==> config.mk <==
export PLATFORM = sky130hd
export DESIGN_NAME = uart_tx_flat
export DESIGN_NICKNAME = d
export VERILOG_FILES = /design/src/rtl/uart_pkg.sv /design/src/rtl/uart_tx_if.sv /design/src/rtl/uart_tx_fifo.sv /design/src/rtl/uart_tx.sv /design/src/flat_wrapper.sv
export SDC_FILE = /design/constraint.sdc
export NUM_CORES = 1
export LEC_CHECK = 0
export CAP_MARGIN = 10
export CORE_MARGIN = 2
export CORE_UTILIZATION = 35
export DETAILED_ROUTE_END_ITERATION = 8
export RECOVER_POWER = 50
export SLEW_MARGIN = 20
export SYNTH_ARGS = -nofsm -noshare
export SYNTH_HDL_FRONTEND = slang
export SYNTH_HIERARCHICAL = 1
export SYNTH_SLANG_ARGS = --single-unit
==> constraint.sdc <==
create_clock -name clk -period 5.15 [get_ports clk]
set_clock_uncertainty 0.05 [all_clocks]
set_input_delay 0.7725 -clock clk [delete_from_list [all_inputs] [get_ports clk]]
set_output_delay 0.7725 -clock clk [all_outputs]
set_load 0.1 [all_outputs]
==> src/rtl/uart_pkg.sv <==
// uart_pkg: FSM state type, frame constants and parity helper for uart_tx; PARITY state exists only under UART_TX_PARITY_EN
package uart_pkg;
  localparam int DATA_BITS = 8;
  localparam int STOP_BITS = 1;
`ifdef UART_TX_PARITY_EN
  localparam int PARITY_BITS = 1;
  typedef enum logic [2:0] {IDLE, START, DATA, PARITY, STOP} state_t;
`else
  localparam int PARITY_BITS = 0;
  typedef enum logic [2:0] {IDLE, START, DATA, STOP} state_t;
`endif
  localparam int FRAME_BITS = 1 + DATA_BITS + PARITY_BITS + STOP_BITS;
  function automatic logic even_parity(input logic [DATA_BITS-1:0] d);
    return ^d;
  endfunction
endpackage

==> src/rtl/uart_tx_if.sv <==
// uart_tx_if: byte write, flag control, status and serial line of uart_tx
interface uart_tx_if;
  logic [7:0] tx_wdata;
  logic tx_wten;
  logic tx_flag_clr;
  logic tx_fifo_full;
  logic tx_fifo_overrun;
  logic tx_fifo_underrun;
  logic uart_tx;
  logic tx_busy;
  modport master (
    output tx_wdata, tx_wten, tx_flag_clr,
    input tx_fifo_full, tx_fifo_overrun, tx_fifo_underrun, uart_tx, tx_busy
  );
  modport slave (
    input tx_wdata, tx_wten, tx_flag_clr,
    output tx_fifo_full, tx_fifo_overrun, tx_fifo_underrun, uart_tx, tx_busy
  );
endinterface

==> src/rtl/uart_tx_fifo.sv <==
// uart_tx_fifo: first-word-fall-through byte FIFO with extra-MSB pointers and sticky overrun/underrun flags
module uart_tx_fifo
  import uart_pkg::*;
#(
  parameter int AW = 4
) (
  input  logic                 clk,
  input  logic                 rst_n,
  input  logic [DATA_BITS-1:0] wdata,
  input  logic                 wten,
  input  logic                 pop,
  input  logic                 flag_clr,
  output logic [DATA_BITS-1:0] rdata,
  output logic                 full,
  output logic                 empty,
  output logic                 overrun,
  output logic                 underrun
);
  logic [DATA_BITS-1:0] mem [2**AW];
  logic [AW:0] wp, rp;
  logic wr, rd;
  assign empty = wp == rp;
  assign full = (wp[AW] != rp[AW]) && (wp[AW-1:0] == rp[AW-1:0]);
  assign wr = wten && !full;
  assign rd = pop && !empty;
  assign rdata = mem[rp[AW-1:0]];
  // storage has no reset: a pointer reset already discards every entry
  always_ff @(posedge clk) begin
    if (wr) mem[wp[AW-1:0]] <= wdata;
  end
  // pointers advance on accepted write/pop; a new flag event beats a same-cycle clear
  always_ff @(posedge clk or negedge rst_n) begin
    if (!rst_n) begin
      wp <= '0;
      rp <= '0;
      overrun <= 1'b0;
      underrun <= 1'b0;
    end else begin
      if (wr) wp <= wp + (AW+1)'(1);
      if (rd) rp <= rp + (AW+1)'(1);
      overrun <= (wten && full) || (overrun && !flag_clr);
      underrun <= (pop && empty) || (underrun && !flag_clr);
    end
  end
endmodule

==> src/rtl/uart_tx.sv <==
// uart_tx: FIFO-buffered 8N1 UART transmitter; defining UART_TX_PARITY_EN adds an even parity bit
module uart_tx
  import uart_pkg::*;
#(
  parameter int CLK_DIV = 234,
  parameter int FIFO_AW = 4
) (
  input logic      clk,
  input logic      rst_n,
  uart_tx_if.slave bus
);
  localparam logic [15:0] BIT_LAST = 16'(CLK_DIV - 1);
  state_t state, state_n;
  logic [15:0] timer, timer_n;
  logic [2:0] idx, idx_n;
  logic [DATA_BITS-1:0] shift, shift_n, rdata;
  logic line, line_n, pop, tick;
  logic empty, full, overrun, underrun;
`ifdef UART_TX_PARITY_EN
  logic par, par_n;
`endif
  uart_tx_fifo #(.AW(FIFO_AW)) u_fifo (
    .clk      (clk),
    .rst_n    (rst_n),
    .wdata    (bus.tx_wdata),
    .wten     (bus.tx_wten),
    .pop      (pop),
    .flag_clr (bus.tx_flag_clr),
    .rdata    (rdata),
    .full     (full),
    .empty    (empty),
    .overrun  (overrun),
    .underrun (underrun)
  );
  assign bus.tx_fifo_full = full;
  assign bus.tx_fifo_overrun = overrun;
  assign bus.tx_fifo_underrun = underrun;
  assign bus.uart_tx = line;
  assign bus.tx_busy = (state != IDLE) || !empty;
  assign tick = timer == '0;
  // next state, bit timer and shifter; the line level is derived from the next state so the register leads the state
  always_comb begin
    state_n = state;
    timer_n = tick ? BIT_LAST : timer - 16'd1;
    idx_n = idx;
    shift_n = shift;
    pop = 1'b0;
    case (state)
      IDLE: begin
        timer_n = empty ? '0 : BIT_LAST;
        pop = !empty;
        state_n = empty ? IDLE : START;
        shift_n = empty ? shift : rdata;
      end
      START: if (tick) begin
        state_n = DATA;
        idx_n = '0;
      end
      DATA: if (tick) begin
        if (idx == 3'(DATA_BITS - 1)) begin
`ifdef UART_TX_PARITY_EN
          state_n = PARITY;
`else
          state_n = STOP;
`endif
        end else begin
          idx_n = idx + 3'd1;
          shift_n = {1'b0, shift[DATA_BITS-1:1]};
        end
      end
`ifdef UART_TX_PARITY_EN
      PARITY: if (tick) state_n = STOP;
`endif
      STOP: if (tick) begin
        pop = !empty;
        state_n = empty ? IDLE : START;
        shift_n = empty ? shift : rdata;
        timer_n = empty ? '0 : BIT_LAST;
      end
      default: state_n = IDLE;
    endcase
    line_n = state_n == START ? 1'b0 : state_n == DATA ? shift_n[0] : 1'b1;
`ifdef UART_TX_PARITY_EN
    par_n = pop ? even_parity(rdata) : par;
    if (state_n == PARITY) line_n = par;
`endif
  end
  // state registers and the registered serial line; reset aborts any frame with the line high
  always_ff @(posedge clk or negedge rst_n) begin
    if (!rst_n) begin
      state <= IDLE;
      timer <= '0;
      idx <= '0;
      shift <= '0;
      line <= 1'b1;
`ifdef UART_TX_PARITY_EN
      par <= 1'b0;
`endif
    end else begin
      state <= state_n;
      timer <= timer_n;
      idx <= idx_n;
      shift <= shift_n;
      line <= line_n;
`ifdef UART_TX_PARITY_EN
      par <= par_n;
`endif
    end
  end
endmodule

==> src/flat_wrapper.sv <==
// flat-port wrapper written by rule: the top's interface ports become plain ports
module uart_tx_flat import uart_pkg::*;
#(
  parameter int CLK_DIV = 234,
  parameter int FIFO_AW = 4
)
  (clk, rst_n, bus_tx_wdata, bus_tx_wten, bus_tx_flag_clr, bus_tx_fifo_full, bus_tx_fifo_overrun, bus_tx_fifo_underrun, bus_uart_tx, bus_tx_busy);
  uart_tx_if bus_i ();
  input logic clk;
  input logic rst_n;
  input wire logic [$bits(bus_i.tx_wdata)-1:0] bus_tx_wdata;
  input wire logic [$bits(bus_i.tx_wten)-1:0] bus_tx_wten;
  input wire logic [$bits(bus_i.tx_flag_clr)-1:0] bus_tx_flag_clr;
  output wire logic [$bits(bus_i.tx_fifo_full)-1:0] bus_tx_fifo_full;
  output wire logic [$bits(bus_i.tx_fifo_overrun)-1:0] bus_tx_fifo_overrun;
  output wire logic [$bits(bus_i.tx_fifo_underrun)-1:0] bus_tx_fifo_underrun;
  output wire logic [$bits(bus_i.uart_tx)-1:0] bus_uart_tx;
  output wire logic [$bits(bus_i.tx_busy)-1:0] bus_tx_busy;
  assign bus_i.tx_wdata = bus_tx_wdata;
  assign bus_i.tx_wten = bus_tx_wten;
  assign bus_i.tx_flag_clr = bus_tx_flag_clr;
  assign bus_tx_fifo_full = bus_i.tx_fifo_full;
  assign bus_tx_fifo_overrun = bus_i.tx_fifo_overrun;
  assign bus_tx_fifo_underrun = bus_i.tx_fifo_underrun;
  assign bus_uart_tx = bus_i.uart_tx;
  assign bus_tx_busy = bus_i.tx_busy;
  uart_tx #(.CLK_DIV(CLK_DIV), .FIFO_AW(FIFO_AW)) u_core (.clk(clk), .rst_n(rst_n), .bus(bus_i));
endmodule
## Word level (Yosys, flattened, before mapping)

Memory sizes are Yosys's and may differ from the RTL's.
Cells that the tools add are included.

| word-level totals | value |
|---|---|
| output and inout port bits | 5 |
| input port bits | 12 |
| memories | 1 |
| register bits | 43 |
| RAM bits | 128 |

Memories:

| name | depth | width | read ports | clocked after memory_dff | wr ports | line | text |
|---|---|---|---|---|---|---|---|
| u_core.u_fifo.mem | 16 | 8 | 1 | 0 | 1 | uart_tx_fifo.sv:19 | `logic [DATA_BITS-1:0] mem [2**AW];` |

| operators by class | value |
|---|---|
| muxes and demuxes | 25 |
| eq/ne operators | 13 |
| reduce and logical (&&, ||, !) cells | 20 |
| $add $sub $neg | 4 |

Operators by type and width:

| operator | count |
|---|---|
| $mux 8 | 5 |
| $mux 16 | 2 |
| $pmux 16 s2 | 1 |
| $pmux 8 s3 | 1 |
| $mux 3 | 7 |
| $logic_not 16->1 | 1 |
| $sub 16x1->16 const B | 1 |
| $pmux 3 s4 | 1 |
| $add 5x1->5 const B | 2 |
| $eq 3x2->1 const B | 3 |
| $reduce_and 4->1 | 2 |
| $logic_and 1x1->1 | 7 |
| $eq 3x1->1 const B | 2 |
| $mux 1 | 6 |
| $ne 2x1->1 const B | 3 |
| $pmux 3 s2 | 1 |
| $reduce_bool 3->1 | 2 |
| $eq 5x5->1 | 1 |
| $eq 4x4->1 | 1 |
| $add 3x1->3 const B | 1 |
| $eq 3x3->1 const B | 1 |
| $logic_not 1->1 | 3 |
| $logic_not 3->1 | 1 |
| $logic_or 1x1->1 | 3 |
| other kinds (4) | 4 |

## Logic depth before layout (Yosys ltp)

| depth | value |
|---|---|
| depth in word-level cells | 7 |
| gate-level depth with buffers | 11 |
| mapped depth without buffers | 8 |

## Modules after synthesis

The synthesis kept the hierarchy.

By module, submodules not included:

| module | instances | cells each | area each (sq um) |
|---|---|---|---|
| uart_tx_fifo | 1 | 286 | 5,651.7 |
| uart_tx | 1 | 162 | 1,604.0 |

## Worst setup path before layout

No wires, ideal clock.

| timing path | value |
|---|---|
| kind | flip-flop to output port |
| start | register u_core.u_fifo.rp[1] |
| end | output port bus_tx_fifo_full |
| cell stages (with the launch flop) | 6 |
| buffers on the path | 2 |
| path slack | 2.040 ns |
| arrival | 2.288 ns |
| path through | dfrtp_1 -> buf_6 -> xnor2_1 -> nand4_1 -> buf_4 -> nor2_1 |

| between the ends | value |
|---|---|
| cells in the longest elaborated chain, start to end | 2 |

Ends and longest elaborated chain:

| element | line | text |
|---|---|---|
| from (decl) | uart_tx_fifo.sv:20 | `logic [AW:0] wp, rp;` |
| from (signal assigned) | uart_tx_fifo.sv:40 | `if (rd) rp <= rp + (AW+1)'(1);` |
| $eq 4x4->1 | uart_tx_fifo.sv:23 | `assign full = (wp[AW] != rp[AW]) && (wp[AW-1:0] == rp[AW-1:0]);` |
| $logic_and 1x1->1 | uart_tx_fifo.sv:23 |  |
| to (decl) | flat_wrapper.sv:14 | `output wire logic [$bits(bus_i.tx_fifo_full)-1:0] bus_tx_fifo_full;` |

Every way passes these cells.

## Worst setup path after layout

| timing path | value |
|---|---|
| start | register u_core.u_fifo.rp[2] |
| end | output port bus_tx_busy |

| between the ends | value |
|---|---|
| cells in the longest elaborated chain, start to end | 3 |

Ends and longest elaborated chain:

| element | line | text |
|---|---|---|
| $eq 5x5->1 | uart_tx_fifo.sv:22 | `assign empty = wp == rp;` |
| net u_core.empty | uart_tx.sv:18 | `logic empty, full, overrun, underrun;` |
| $logic_not 1->1 | uart_tx.sv:39 | `assign bus.tx_busy = (state != IDLE) \|\| !empty;` |
| $logic_or 1x1->1 | uart_tx.sv:39 |  |
| to (decl) | flat_wrapper.sv:18 | `output wire logic [$bits(bus_i.tx_busy)-1:0] bus_tx_busy;` |

The timed path passes the listed nets, and every way through them passes these cells.

==> results.ini <==
[synth]
synth_async_sr_flop_share_pct = 25.15
synth_area_per_cell_um2 = 16.20
seq_total_area_yosys_pct = 67.82
synthTopCellsByCount = 128 x edfxtp_1, 42 x dfrtp_1, 40 x nor2_1
netlist_area_um2 = 7256
synth_area_leader_cell = edfxtp_1
most_numerous_cell_in_the_yosys_netlist = edfxtp_1
ys_warn_count = 6
synthesis.nets = 469
yosys_register_bits = 171
synth-edff-count = 128
synth_top_cells_by_area = edfxtp_1 53%, dfrtp_1 14%, mux4_2 6.2%, mux4_1 4.3%, xnor2_1 2.3%
post_synth_inst_count = 448
synth_largest_type_area_fraction_pct = 52.97
yosys.cell_types.count = 53
postSynth.topFlopCell = edfxtp_1

[placed_design]
gpl.final_weighted_congestion = 0.8014
port_buffer_cells = 16
post-dp-hpwl_mm = 8.777
placed_cells = 720

[routing]
drtAntennaViolNets = 0
drt_pass1_iterations = 5
finalWirelength_mm = 14.04
top_layer = met4
dr.first_iter.drc_count = 262
drc = 0
met2_wirelength_mm = 6.944
vias_per_cell = 5.146
routed_wl_met3_um = 539
num_vias = 3870
detail_route.wirelength.met1_mm = 6.422
detail_route.wl_per_cell_um = 18.67

[clock_network]
postCtsHoldBufs = 0
clock_tree_from_tritoncts = built
setup_bufs_post_cts = 0
root_buffer = clkbuf_16
number_of_gates_given_a_new_drive_strength_after_cts = 0
clock_transition_time_at_the_flip_flop_clock_pins_of_the_worst_setup_and_hold_paths_ns = 0.07
worstSkewPairLatency_ns = 0.43
clkSinkCount = 171
numCtsBuffers = 17
htree_num_levels = 4
ctsLongestPathBuffers = 2

[timing]
hold-worst-slack_ns = 0.4477
worstMarginPinSlew_ns = 2.321
setup_repair_after_global_routing_missed_its_margin = false
slew_headroom_pct = -54.75
slew_viol_final = 44
post-route-min-period_ns = 3.692
period_share_pct = 71.69
finalSetupViolations = 0
tns_ns = 0
fmax_ghz = 0.2708
hold_viol_final = 0

[floorplanning]
die-area_um2 = 21900
core_area_um2 = 20300
die_y_um = 148.0
starting_density_of_the_core_pct = 35.74
rows = 52
floorplan.io_pins = 17
floorplan.die.width_um = 148.0

[worst_setup_path]
start_kind = flop
worstSetupEndpointType = output port
critical_path_class = flop to output port
required_ns = 4.33
r2r_start = u_core/u_fifo/rp[2]$_DFFE_PN0P_
worst_ep_arrival_time_ns = 2.87
critical_path.max_fanout = 36
worstSetupStartpoint = u_core/u_fifo/rp[2]$_DFFE_PN0P_

[status]
status = complete, but fails checks
violations_in_the_final_reports = capacitance limit, slew limit

[final_layout]
nNetsFinal = 490
multiInputGateArea_um2 = 2165
areaGrowthSynthToFinish_pct = 13.73
layout.cells.non_filler = 752
fill_cells = 1851
insertedDiodeCount = 0
seq_cell_area_um2 = 4922
drive_gt1_share_pct = 14.73

[grt]
initial_antenna_violation_count = 0
first_global_vias = 3977
overflow = 0
grtUsageTotal_pct = 13.64
grt_first_pass_wirelength_mm = 22.56
maximum_number_of_pins_on_one_net_before_global_route_repair = 44

[power]
ir_drop_mv = 0.2190
power_density_nw_per_um2 = 525.2
leakage_power_total_uw = 0.002889
fin_total_pwr_uw = 4333

[worst_hold_path]
min-delay-path-class = flop to flop
hold_path.startpoint = u_core/idx[2]$_DFFE_PN0P_

[job]
max-cap-violations = 1

sequential cells by signal, indices dropped and copies added (netlist names):
signal	cells
u_core/timer	16
u_core/bus.uart_tx	1
u_core/shift	8
u_core/u_fifo/mem	128
u_core/u_fifo/wp	5
u_core/idx	3
u_core/u_fifo/underrun	1
u_core/state	3
u_core/u_fifo/overrun	1
u_core/u_fifo/rp	5
worst paths after layout:
check / to / slack (ns) / cells past startpoint
setup / recovery: bus_tx_busy / 1.46 / 6
hold / removal: u_core/idx[2]$_DFFE_PN0P_ / 0.45 / 2
setup reg to reg: u_core/bus.uart_tx$_DFF_PN1_ / 1.89 / 9
hold reg to reg: u_core/idx[2]$_DFFE_PN0P_ / 0.45 / 2
max in group asynchronous: u_core/u_fifo/rp[1]$_DFFE_PN0P_ / 2.56 / 1
min in group asynchronous: u_core/u_fifo/wp[2]$_DFFE_PN0P_ / 1.00 / 1
stage by stage:
stage               area (µm²)  worst slack (ns)  util, %
floorplan                 7256             2.040        -
global placement          7660             1.940    37.73
detailed placement        7660             1.896    37.73
CTS                       8259             1.428    40.69
global route              8252             1.119    40.65
finish                    8252             1.458    40.65
worst max-delay path, cell delays in order (launching register included):
cell and delay, ns:
dfrtp_1 0.32, buf_4 0.42, xnor2_1 0.17, nand4_1 0.45
nor2_1 0.69, nand2_1 0.12, buf_4 0.27
where the power goes:
| group | switching, µW | internal, µW |
|---|---|---|
| combinational | 703 | 506 |
| clock | 586 | 694 |
| sequential | 148 | 1700 |
| total | 1440 | 2900 |
cells by family (layout without fill, tap and decap cells):
| kind of cell | after synthesis | after routing | share of synthesized area [%] |
|---|---|---|---|
| AO/OA/AOI/OAI | 53 | 53 | 5.553 |
| XOR/XNOR | 27 | 27 | 3.259 |
| adder cells (fa/ha/maj) | 9 | 9 | 1.552 |
| buffers and inverters | 29 | 63 | 2.259 |
| flip-flops | 171 | 171 | 67.82 |
| multiplexers | 35 | 35 | 11.02 |
| other | 1 | 1 | 0.05168 |
| AND/OR/NAND/NOR | 123 | 123 | 8.484 |
cells in the final DEF, fill, tap and decap left out, types with 2 or more instances in the layout:
master and count:
nand4_1 3, clkbuf_16 17, clkdlybuf4s50_1 5, inv_1 9
o21ai_0 5, a31oi_1 3, inv_8 3, dfrtp_1 41
nor4_1 2, nand2_1 35, or3_1 2, o21ai_1 3
dlygate4sd3_1 8, ha_1 9, clkbuf_1 2, xnor2_1 19
a22o_1 4, nor4_4 2, nor3_1 11, nor2b_1 3
nand3_1 8, inv_6 4, buf_4 8, a21oi_1 4
clkinv_8 3, a22oi_1 22, o211ai_1 4, clkinvlp_4 3
mux2_2 3, xor2_1 8, nor2_1 41, mux4_1 12
and3_1 3, mux4_2 20, nor3b_1 3, edfxtp_1 128
per-layer routing:
metal | vias to the layer above | global-route usage (%)
met5 | - | 0
met4 | 0 | 4.000
met3 | 10 | 3.302
met2 | 74 | 21.90
met1 | 2010 | 18.55
li1 | 1776 | -
final cells by class:
cell class | instances | share of cell area [%]
clock buffers | 18 | 5.201
clock inverters | 14 | 2.062
inverters | 9 | 0.4094
multi-input cells | 248 | 26.23
flip-flops and latches | 171 | 59.65
well taps | 270 | 4.094
repair buffers | 22 | 2.350
Note: power is estimated with default switching activity, not from simulation.
==> variant, RTL diff (config.mk and constraints unchanged) <==
`FIFO_AW` is set to 4 in 2 places; all go to 5.
--- a/src/rtl/uart_tx.sv
+++ b/src/rtl/uart_tx.sv
@@ -3,7 +3,7 @@
   import uart_pkg::*;
 #(
   parameter int CLK_DIV = 234,
-  parameter int FIFO_AW = 4
+  parameter int FIFO_AW = 5
 ) (
   input logic      clk,
   input logic      rst_n,
--- a/src/flat_wrapper.sv
+++ b/src/flat_wrapper.sv
@@ -2,7 +2,7 @@
 module uart_tx_flat import uart_pkg::*;
 #(
   parameter int CLK_DIV = 234,
-  parameter int FIFO_AW = 4
+  parameter int FIFO_AW = 5
 )
   (clk, rst_n, bus_tx_wdata, bus_tx_wten, bus_tx_flag_clr, bus_tx_fifo_full, bus_tx_fifo_overrun, bus_tx_fifo_underrun, bus_uart_tx, bus_tx_busy);
   uart_tx_if bus_i ();
Function: no difference found for any inputs over 10 cycles, from zero or initial values and one cycle with rst_n low; that may be too few to reach the edited logic, so the function may still have changed.
==> variant against the original RTL <==
- the flow still finishes with violations (max-capacitance violations, max-slew violations)
- combinational power grew 55%
- sequential cell count grew 130
- routed wire length grew 72%
- synthesized area grew 69%
- power grew 68%
- cell area grew 68%
- utilization shrank 0.42 points
- worst setup slack lost 650 ps
==> variant: results (changes against the original RTL) <==
status complete, but fails checks (unchanged); violated checks max-capacitance violations, max-slew violations (unchanged); vias in the first global route 6153 (was 3977); Commonest cells post-synth edfxtp_1, mux4_2, nor2_1 (was edfxtp_1, dfrtp_1, nor2_1); async set-reset flop share out of synthesis 14.95% (was 25.15%); Data buffer area share 1.108% (was 2.350%); Seq pwr share 42.9% (was 42.6%); non-clock inverter count 11 (was 9); largest net degree at the start of global routing 68 (was 44); slowest cell delay on critical path 980 ps (was 690 ps); Slew Limit Fails 178 (was 44); Clk pwr share 31.3% (was 29.5%); number of multi-input logic gates 296 (was 248); seq_cells 301 (was 171); met3 Usage GRT 2.937% (was 3.302%); Cells on Worst Hold Path 1 (was 2); layout clock buffer count 36 (was 18); R2R Setup Slk 1310 ps (was 1890 ps); vias per cell 5.159 (was 5.146); All-Layer GR Usage 13.60% (was 13.64%); Seq. cell area 8820 um^2 (was 4922 um^2); Hold Startpoint u_core/u_fifo/underrun (was u_core/idx[2]); clock-cell share of area 7.572% (was 7.263%); worst skew pair latency 540 ps (was 430 ps); Routed WL 24210 um (was 14040 um); depth of the worst register-to-register path 7 (was 9); Max Cap Violations 6 (was 1); Iter 0 DRT Violations 525 (was 262); DP Worst Slack 1209 ps (was 1896 ps); internal power 5.210 mW (was 2.896 mW); CTS max path bufs 3 (was 2); Detail Route met2 WL 11670 um (was 6944 um); Hold EP u_core/u_fifo/underrun (was u_core/idx[2]); CTS Buf Count 30 (was 17); layout cells sized above 1 20.12% (was 14.73%); first-pass GRT wire length 37610 um (was 22560 um); post-layout min period 4338 ps (was 3692 ps); M1 WL 10600 um (was 6422 um); Critical Path Source u_core/u_fifo/rp[1] (was u_core/u_fifo/rp[2]); multi-input logic portion of the cell area 23.46% (was 26.23%); post-synthesis sequential area ratio 71.76% (was 67.82%); CP max-delay cell clkdlybuf4s50_1 (was nor2_1); max FFs per register 256 (was 128); Worst VDD drop 0.2553 mV (was 0.2190 mV); Critical R2R Launch u_core/u_fifo/rp[1] (was u_core/u_fifo/rp[2]); Syn Nets 658 (was 469); nets@finish 683 (was 490)
[variant: cell types whose count changed in the layout (fill, tap and decap cells not counted), sizes merged, moves of 10 or more]
cell,before,now
clkbuf,19,45
a22oi,22,6
clkinv,3,13
edfxtp,128,256
mux4,32,80
nor2,41,59
[variant: logic make-up after synthesis]
logic type | after synthesis | share of synthesized area [%]
buf+inv | 40 | 1.671
compound gates | 30 | 1.915
xor+xnor | 30 | 2.139
simple gates | 136 | 5.552
fa+ha+maj | 9 | 0.9168
flops | 301 | 71.76
mux | 90 | 16.01
other cells | 1 | 0.03053
[variant: through the flow]
stage               total power, mW  instances  util (%)  hold slack, ps  instance area [um^2]
floorplan                     4.551        637         -           406.3                 12280
global placement              5.027       1085     37.33           420.1                 12890
detailed placement            5.079       1085     37.33           425.7                 12890
CTS                           7.369       1141     40.37           374.7                 13950
global route                  7.596       1141     40.23           450.6                 13900
finish                        7.268       1141     40.23           435.3                 13900
